`config.mk`:
```
export PLATFORM = sky130hd
export DESIGN_NAME = instr_encoder
export DESIGN_NICKNAME = d
export VERILOG_FILES = /design/src/rtl/instr_encoder.sv
export SDC_FILE = /design/constraint.sdc
export NUM_CORES = 1
export LEC_CHECK = 0
export CORE_UTILIZATION = 51
export DETAILED_ROUTE_END_ITERATION = 12
export PLACE_DENSITY_LB_ADDON = 0.15
export SKIP_LAST_GASP = 1
export SYNTH_ARGS = -nofsm -noshare
export SYNTH_HDL_FRONTEND = slang
export SYNTH_SLANG_ARGS = --single-unit
```
`constraint.sdc`:
```
create_clock -name clk -period 5.79 [get_ports clk]
set_input_delay 1.737 -clock clk [delete_from_list [all_inputs] [get_ports clk]]
set_output_delay 1.737 -clock clk [all_outputs]
set_load 0.1 [all_outputs]
```
`src/rtl/instr_encoder.sv`:
```
// -----------------------------------------------------------------------------
// instr_encoder
//
// Streaming RISC-V instruction encoder. It takes decoded fields (opcode,
// funct3, register indices, a sign-extended immediate and an immsrc format
// code) and packs them into a 32-bit instruction word. Each word is tagged
// with a byte address for writing into instruction memory. The datapath is a
// two-stage valid/ready pipeline: stage 1 holds the accepted fields and
// stage 2 holds the encoded word and its error flag.
//
// Optional feature: define IMM_RANGE_CHECK_EN to flag immediates that the
// selected format cannot represent exactly. Without it, out_err only reports
// an illegal immsrc code.
//
// Ports:
//   clk        rising-edge clock
//   reset      synchronous active-high reset
//   flush      synchronous pipeline clear (address counter untouched)
//   in_valid   input fields valid          in_ready   encoder can accept
//   immsrc     000 I, 001 S, 010 B, 011 J, 100 U, others illegal
//   imm        sign-extended immediate (U: full 32-bit value)
//   opcode, funct3, rd, rs1, rs2   instruction fields
//   addr_load  load the address counter   addr_in    value to load
//   out_valid  output word valid           out_ready  consumer accepts
//   out_instr  encoded instruction         out_addr   byte address of word
//   out_err    immediate not representable or illegal immsrc
// -----------------------------------------------------------------------------
module instr_encoder #(
    parameter int                ADDR_W    = 32,
    parameter logic [ADDR_W-1:0] BASE_ADDR = '0
) (
    input  logic              clk,
    input  logic              reset,
    input  logic              flush,
    input  logic              in_valid,
    output logic              in_ready,
    input  logic [2:0]        immsrc,
    input  logic [31:0]       imm,
    input  logic [6:0]        opcode,
    input  logic [2:0]        funct3,
    input  logic [4:0]        rd,
    input  logic [4:0]        rs1,
    input  logic [4:0]        rs2,
    input  logic              addr_load,
    input  logic [ADDR_W-1:0] addr_in,
    output logic              out_valid,
    input  logic              out_ready,
    output logic [31:0]       out_instr,
    output logic [ADDR_W-1:0] out_addr,
    output logic              out_err
);

    localparam logic [31:0] NOP = 32'h0000_0013;

    logic              s1_valid;
    logic [2:0]        s1_immsrc;
    logic [31:0]       s1_imm;
    logic [6:0]        s1_opcode;
    logic [2:0]        s1_funct3;
    logic [4:0]        s1_rd;
    logic [4:0]        s1_rs1;
    logic [4:0]        s1_rs2;

    logic              s2_valid;
    logic [31:0]       s2_instr;
    logic              s2_err;

    logic [ADDR_W-1:0] addr_q;

    logic              out_hs;
    logic              s1_adv;
    logic              accept;
    logic [31:0]       enc_word;
    logic              enc_illegal;
    logic              range_err;

    // Stage 1 may move forward whenever stage 2 is empty or is draining this
    // cycle, so a full pipeline still sustains one word per clock.
    assign out_hs   = s2_valid && out_ready;
    assign s1_adv   = !s2_valid || out_hs;
    assign in_ready = !reset && (!s1_valid || s1_adv);
    assign accept   = in_valid && in_ready;

    // Bit packing for each immediate format. Fields a format does not use are
    // simply left out of its concatenation.
    always_comb begin
        enc_word    = NOP;
        enc_illegal = 1'b0;
        case (s1_immsrc)
            3'b000: enc_word = {s1_imm[11:0], s1_rs1, s1_funct3, s1_rd, s1_opcode};
            3'b001: enc_word = {s1_imm[11:5], s1_rs2, s1_rs1, s1_funct3,
                                s1_imm[4:0], s1_opcode};
            3'b010: enc_word = {s1_imm[12], s1_imm[10:5], s1_rs2, s1_rs1, s1_funct3,
                                s1_imm[4:1], s1_imm[11], s1_opcode};
            3'b011: enc_word = {s1_imm[20], s1_imm[10:1], s1_imm[11],
                                s1_imm[19:12], s1_rd, s1_opcode};
            3'b100: enc_word = {s1_imm[31:12], s1_rd, s1_opcode};
            default: begin
                enc_word    = NOP;
                enc_illegal = 1'b1;
            end
        endcase
    end

`ifdef IMM_RANGE_CHECK_EN
    // An immediate fits a signed N-bit field exactly when every bit above the
    // field's sign bit matches it; B and J offsets must also be even, and a
    // U immediate must have nothing in its low 12 bits.
    always_comb begin
        range_err = 1'b0;
        case (s1_immsrc)
            3'b000, 3'b001: range_err = !((&s1_imm[31:11]) || !(|s1_imm[31:11]));
            3'b010:         range_err = !((&s1_imm[31:12]) || !(|s1_imm[31:12]))
                                        || s1_imm[0];
            3'b011:         range_err = !((&s1_imm[31:20]) || !(|s1_imm[31:20]))
                                        || s1_imm[0];
            3'b100:         range_err = |s1_imm[11:0];
            default:        range_err = 1'b0;
        endcase
    end
`else
    assign range_err = 1'b0;
`endif

    // Pipeline registers. Flush empties both stages and drops whatever is
    // offered in the same cycle; stage 1 keeps its fields when stalled.
    always_ff @(posedge clk) begin
        if (reset) begin
            s1_valid  <= 1'b0;
            s1_immsrc <= '0;
            s1_imm    <= '0;
            s1_opcode <= '0;
            s1_funct3 <= '0;
            s1_rd     <= '0;
            s1_rs1    <= '0;
            s1_rs2    <= '0;
            s2_valid  <= 1'b0;
            s2_instr  <= '0;
            s2_err    <= 1'b0;
        end else if (flush) begin
            s1_valid <= 1'b0;
            s2_valid <= 1'b0;
        end else begin
            if (s1_adv) begin
                s2_valid <= s1_valid;
                if (s1_valid) begin
                    s2_instr <= enc_word;
                    s2_err   <= enc_illegal || range_err;
                end
            end
            if (in_ready) begin
                s1_valid <= in_valid;
            end
            if (accept) begin
                s1_immsrc <= immsrc;
                s1_imm    <= imm;
                s1_opcode <= opcode;
                s1_funct3 <= funct3;
                s1_rd     <= rd;
                s1_rs1    <= rs1;
                s1_rs2    <= rs2;
            end
        end
    end

    // Address counter. A load takes priority over the +4 step, so a word
    // handshaken in the load cycle keeps the old address and the next word
    // gets addr_in.
    always_ff @(posedge clk) begin
        if (reset) begin
            addr_q <= BASE_ADDR;
        end else if (addr_load) begin
            addr_q <= addr_in;
        end else if (out_hs) begin
            addr_q <= addr_q + ADDR_W'(4);
        end
    end

    assign out_valid = s2_valid;
    assign out_instr = s2_instr;
    assign out_err   = s2_err;
    assign out_addr  = addr_q;

endmodule

```
==> impl_metrics.csv, run 1 <==
group,metric,value,unit
timing,clock.fmax,213.9,MHz
critical_path,cp_max_fo,8,
cts,htreeDepth,4,
power,vdd_drop_max,0.2283,mV
cts,cts.path.max_buffers,2,
floorplanning,start_util,52.47,%
critical_path,path_cells,"clkdlybuf4s50_1, nor2b_1, a21oi_1, buf_4",
synthesis,ys_ff_latch,127,
cts,cts_hold_buf,0,
global_routing,grt_pass1_vias,5356,
global_routing,grt_max_degree,114,
cts,cts_root_buf,"clkbuf_8",
global_routing,antenna_found_initial,0,
synthesis,synth_edf_count,0,
final_layout,nNetsFinal,897,
cts,cts_tree,"built",
place,place_congestion,0.7853,
floorplanning,fp.dieW,105.1,um
min_path,hold_class,"flip-flop to flip-flop",
floorplanning,die_y,105.1,um
route,dr.pass1.iters,6,
final_layout,diodes,0,
power,power.density,308.6,nW/um^2
timing,setup_viol_count_final,0,
critical_path,path_delay_family,"buffers and inverters",
route,detail_route.drc_violations,0,
cts,clk_pin_slew,0.06,ns
synthesis,yosys_warnings,0,
place,io_buffer_count,164,
synthesis,syn_area,5416,um^2
critical_path,cp-end-kind,"output port",
timing,period_share,80.73,%
route,drt_iter0_drc,357,
route,wirelength,15580,um
route,route.vias.total,5443,
cts,clock_latency,0.53,ns
outcome,status,"finished, final reports clean",
cts,numClockSinks,127,
critical_path,cp-startpoint,"out_ready",
cts,post_cts_buffers,0,
floorplanning,num_rows,37,
global_routing,grt_overflow,0,
synthesis,synthFlopType,"dfxtp_1",
place,dp_cells,915,
critical_path,timing.rr.start,"out_addr[12]",
critical_path,cp-start-kind,"input pin",
synthesis,ys_types,50,
critical_path,critical_path_buf_inv_count,2,
timing,tightestPinTransition,1.183,ns
power,p_int,1668,uW
global_routing,grt_use_total,28.84,%
timing,rsz0062_at_grt,"no",
synthesis,avgSynthCellArea,8.182,um^2
power,p_clk_share,44.1,%
cts,cts_resized,0,
critical_path,cp.required,4.05,ns
floorplanning,io_pins,165,
critical_path,slowest_stage,"clkdlybuf4s50_1",
power,power.total,2360,uW
timing,min_period,4.674,ns
critical_path,slowest_delay,0.63,ns
power,p_sw_share,29.35,%
floorplanning,coreArea,10320,um^2
route,ant_nets,0,
final_layout,final_layout_size_suffix_gt1_share,5.919,%
timing,setup_tns,0,ns
run,cap_violations,0,
critical_path,crit_arrival,2.94,ns
cts,numCtsBuffers,17,
min_path,hp-start,"s1_imm[13]",
route,viasPerCell,5.748,
final_layout,final_cells,947,
global_routing,grt_pass1_wl,25280,um
synthesis,syn_nets,761,
place,placed_cell_area,7066,um^2
timing,finClkSkew,0.01194,ns
synthesis,synth_seq_area_share,46.94,%
place,dpl.hpwl,10100,um
power,p_switching,692.7,uW
power,leakagePower,0.002664,uW
final_layout,syn_to_final_growth,41.21,%
synthesis,synthArstFlopShare,0,%
final_layout,final_area,7649,um^2
timing,hold_viol_final,0,
power,p_comb_share,15.8,%
critical_path,path_class,"input pin to output port",
synthesis,synthCells,662,
route,wl_per_cell,16.45,um
floorplanning,die_area,11040,um^2
timing,slew_violations,0,
timing,slew_headroom,21.15,%
power,p_seq_share,40.0,%
[logic make-up (layout without fill, tap and decap cells)]
group,count (synthesis),count (layout),synth area share [%]
compound gates,169,169,20.93
xor+xnor,11,11,1.779
fa+ha+maj,1,1,0.2310
buf+inv,61,210,4.273
flops,127,127,46.94
mux,12,12,2.218
simple gates,281,281,23.63
[Yosys cell counts (3+ instances only)]
cell type	count	share of area (%)
and2_1	3	0.35
a22o_1	3	0.49
nor3_1	13	1.2
o221a_2	3	0.62
a211oi_1	11	1.5
a32o_1	4	0.74
a21oi_1	68	6.3
nand2b_1	4	0.46
nor2_1	58	4.0
nand2_1	142	9.8
clkbuf_1	48	3.3
a221oi_1	18	2.9
or3_1	6	0.69
xor2_1	8	1.3
or4_1	13	1.8
o21ai_0	16	1.5
xnor2_1	3	0.49
nand4_1	6	0.69
and3_1	5	0.58
o31ai_1	11	1.5
nand3_1	12	1.1
a311oi_1	17	2.7
and4_1	5	0.81
dfxtp_1	127	47
nand4_2	3	0.69
nor2b_1	3	0.35
inv_1	9	0.62
mux2i_1	12	2.2
a22oi_1	4	0.55
[state kept, by name, summed over array words and instances, names as in the netlist]
register   cells
out_addr      32
s1_funct3      3
s1_rd          5
s1_immsrc      3
out_err        1
s1_imm        32
out_instr     32
s1_opcode      7
s1_valid       1
s1_rs2         5
out_valid      1
s1_rs1         5
[worst reg2reg max path: stages (launching register included)]
cell and delay, ns:
dfxtp_1 0.41, nand3_1 0.37, or4_1 0.77, or4_1 0.55
a311oi_1 0.30
[worst paths after layout]
path                  end  slack [ns]  cells after the start
max              in_ready        1.12                      4
min reg2reg    s1_imm[13]        0.46                      2
max reg2reg  out_addr[29]        3.28                      4
min            s1_imm[13]        0.46                      2
[layout by cell type, fill, tap and decap left out, types with 9 or more instances in the layout]
master | synthesis | final
nand2_1 | 142 | 142
a221oi_1 | 18 | 18
clkbuf_16 | 0 | 16
o31ai_1 | 11 | 11
a21oi_1 | 68 | 68
dfxtp_1 | 127 | 127
or4_1 | 13 | 13
a211oi_1 | 11 | 11
clkdlybuf4s50_1 | 0 | 162
nor3_1 | 13 | 13
nand3_1 | 12 | 11
mux2i_1 | 12 | 12
o21ai_0 | 16 | 16
nor2_1 | 58 | 58
a311oi_1 | 17 | 17
inv_1 | 9 | 9
[routing by layer]
layer | wire [um] | vias to the layer above | track usage [%]
met5 | 0 | - | 0
met4 | 178 | 0 | 8.753
met3 | 1025 | 14 | 6.862
met2 | 7933 | 197 | 51.28
met1 | 6441 | 2590 | 34.28
li1 | - | 2642 | -
[per-stage QoR]
stage,hold WS (ns),worst slack [ns],util [%]
2_1_floorplan,0.4357,0.4541,-
3_3_place_gp,0.4427,1.184,68.44
3_5_place_dp,0.4471,1.157,68.44
4_1_cts,0.4556,1.151,74.09
5_1_grt,0.4822,1.089,74.09
6_report,0.4557,1.116,74.09
[power by group through the flow]
stage	Clock (uW)	Sequential, uW	Combinational (uW)
6_report	1040	945	374
5_1_grt	1090	949	394
2_1_floorplan	0	1100	93.3
3_3_place_gp	0	960	368
3_5_place_dp	0	962	372
4_1_cts	1050	944	375
[layout make-up]
type / count / area, um^2
inverter: 10 / 37.54
multi-input combinational: 474 / 2649
sequential: 127 / 2542
clock inverter: 14 / 155.1
clock buffer: 18 / 427.9
tap: 136 / 170.2
fill: 773 / 2675
timing repair buffer: 168 / 1667
Note: power is estimated with default switching activity, not from simulation.
==> run 2, diff against run 1 <==
--- a/config.mk
+++ b/config.mk
@@ -5,7 +5,7 @@
 export SDC_FILE = /design/constraint.sdc
 export NUM_CORES = 1
 export LEC_CHECK = 0
-export CORE_UTILIZATION = 51
+export CORE_UTILIZATION = 47
 export DETAILED_ROUTE_END_ITERATION = 12
 export PLACE_DENSITY_LB_ADDON = 0.15
 export SKIP_LAST_GASP = 1
==> constraint.sdc (replaced) <==
create_clock -name clk -period 4.4 [get_ports clk]
set_input_delay 1.32 -clock clk [delete_from_list [all_inputs] [get_ports clk]]
set_output_delay 1.32 -clock clk [all_outputs]
set_load 0.1 [all_outputs]
==> run 2 against run 1 <==
Register-to-register slack worse by 1.4 ns; hold slack worse by 0.0022 ns; sequential share of layout area down 0.39 points; non-clock buffer count up 5; sequential power up 32%; critical path depth unchanged; clock power up 39%; critical endpoint unchanged; wire length down 0.73%; via count about the same.
==> impl_metrics.csv, run 2 (synthesis results as in run 1) <==
group,metric,value,unit
route,detail_route.drc_violations,0,
final_layout,final_cell_mix,"clkdlybuf4s50_1 (162), nand2_1 (142), dfxtp_1 (127), a21oi_1 (67), nor2_1 (58)",
final_layout,diodes,0,
final_layout,nNetsFinal,902,
timing,slew_headroom,30.73,%
critical_path,cp-end-kind,"output port",
route,dr.pass1.iters,7,
floorplanning,fp.dieW,109.4,um
cts,numClockSinks,127,
critical_path,rrSetupSlack,1.92,ns
floorplanning,die_y,109.4,um
global_routing,grt_pass1_wl,24620,um
cts,htreeDepth,4,
cts,post_cts_buffers,0,
final_layout,syn_to_final_growth,42.90,%
timing,clock.fmax,265.9,MHz
final_layout,final_common_cell,"clkdlybuf4s50_1",
timing,hold_viol_final,0,
final_layout,final_layout_size_suffix_gt1_share,6.373,%
cts,cts_resized,0,
cts,clock_latency,0.41,ns
global_routing,antenna_found_initial,0,
place,dpl.hpwl,10500,um
global_routing,grt_overflow,0,
cts,numCtsBuffers,17,
floorplanning,start_util,49.10,%
timing,setup_viol_count_final,0,
route,wl_per_cell,16.18,um
global_routing,grt_pass1_vias,5061,
timing,slew_violations,0,
cts,clk_pin_slew,0.06,ns
power,power.density,411.8,nW/um^2
final_layout,nFillCells,888,
place,place_congestion,0.8293,
timing,finClkSkew,0.01211,ns
power,power.total,3187,uW
route,route.vias.total,5444,
route,drt_iter0_drc,417,
min_path,hold_class,"flip-flop to flip-flop",
place,io_buffer_count,164,
global_routing,grt_use_total,26.27,%
global_routing,grt_max_degree,63,
route,ant_nets,0,
floorplanning,num_rows,38,
cts,cts_tree,"built",
timing,rsz0062_at_grt,"no",
cts,cts_root_buf,"clkbuf_16",
route,viasPerCell,5.695,
power,vdd_drop_max,0.2448,mV
critical_path,cp-start-kind,"input pin",
run,cap_violations,0,
cts,cts.path.max_buffers,2,
floorplanning,die_area,11960,um^2
timing,min_period,3.761,ns
route,wirelength,15460,um
critical_path,cp.required,3.08,ns
timing,period_share,85.48,%
critical_path,path_class,"input pin to output port",
timing,tightestPinTransition,1.036,ns
cts,cts_hold_buf,0,
power,leakagePower,0.002698,uW
floorplanning,coreArea,11030,um^2
critical_path,crit_arrival,2.44,ns
outcome,status,"finished, final reports clean",
timing,setup_tns,0,ns
floorplanning,io_pins,165,
critical_path,cp_max_fo,8,
-- run 2: power by group --
group	switching [uW]	total, uW	internal, uW
registers	47.7	1250	1200
logic	324	495	172
clock network	519	1450	928
total	890	3190	2300
-- run 2: per-layer routing --
layer  global-route usage [%]  wire length (um)
met5                        0                 0
met4                    9.238               244
met1                    33.40              6774
met3                    4.149               949
met2                    45.10              7495
-- run 2: stage by stage --
stage               cells  hold WS, ns  util, %  area [um^2]  worst slack [ns]
floorplan             662       0.4357        -         5420            0.5212
global placement      924       0.4427    64.59         7124            0.6843
detailed placement    924       0.4469    64.59         7124            0.6642
CTS                   956       0.4561    70.17         7740            0.6547
global route          956       0.4761    70.17         7740            0.5865
finish                956       0.4535    70.17         7740            0.6387
-- run 2: layout make-up --
type	count	area [um^2]	area share [%]
clock buffers	21	460.4	5.949
clock inverters	11	155.1	2.005
inverters	10	37.54	0.4850
multi-input cells	474	2653	34.27
flip-flops and latches	127	2542	32.85
well taps	140	175.2	2.263
repair buffers	173	1717	22.18
-- run 2: path summary, 6_finish.rpt --
path / from / end / cells after the start
setup / recovery: out_ready / in_ready / 4
hold / removal: s1_rs1[0] / s1_rs1[0] / 2
setup reg to reg: out_addr[12] / out_addr[29] / 4
hold reg to reg: s1_rs1[0] / s1_rs1[0] / 2
-- run 2: worst max-delay path: stages --
cell and delay (ns):
clkdlybuf4s50_1 0.62, nor2b_1 0.12, a21oi_2 0.19, buf_12 0.19
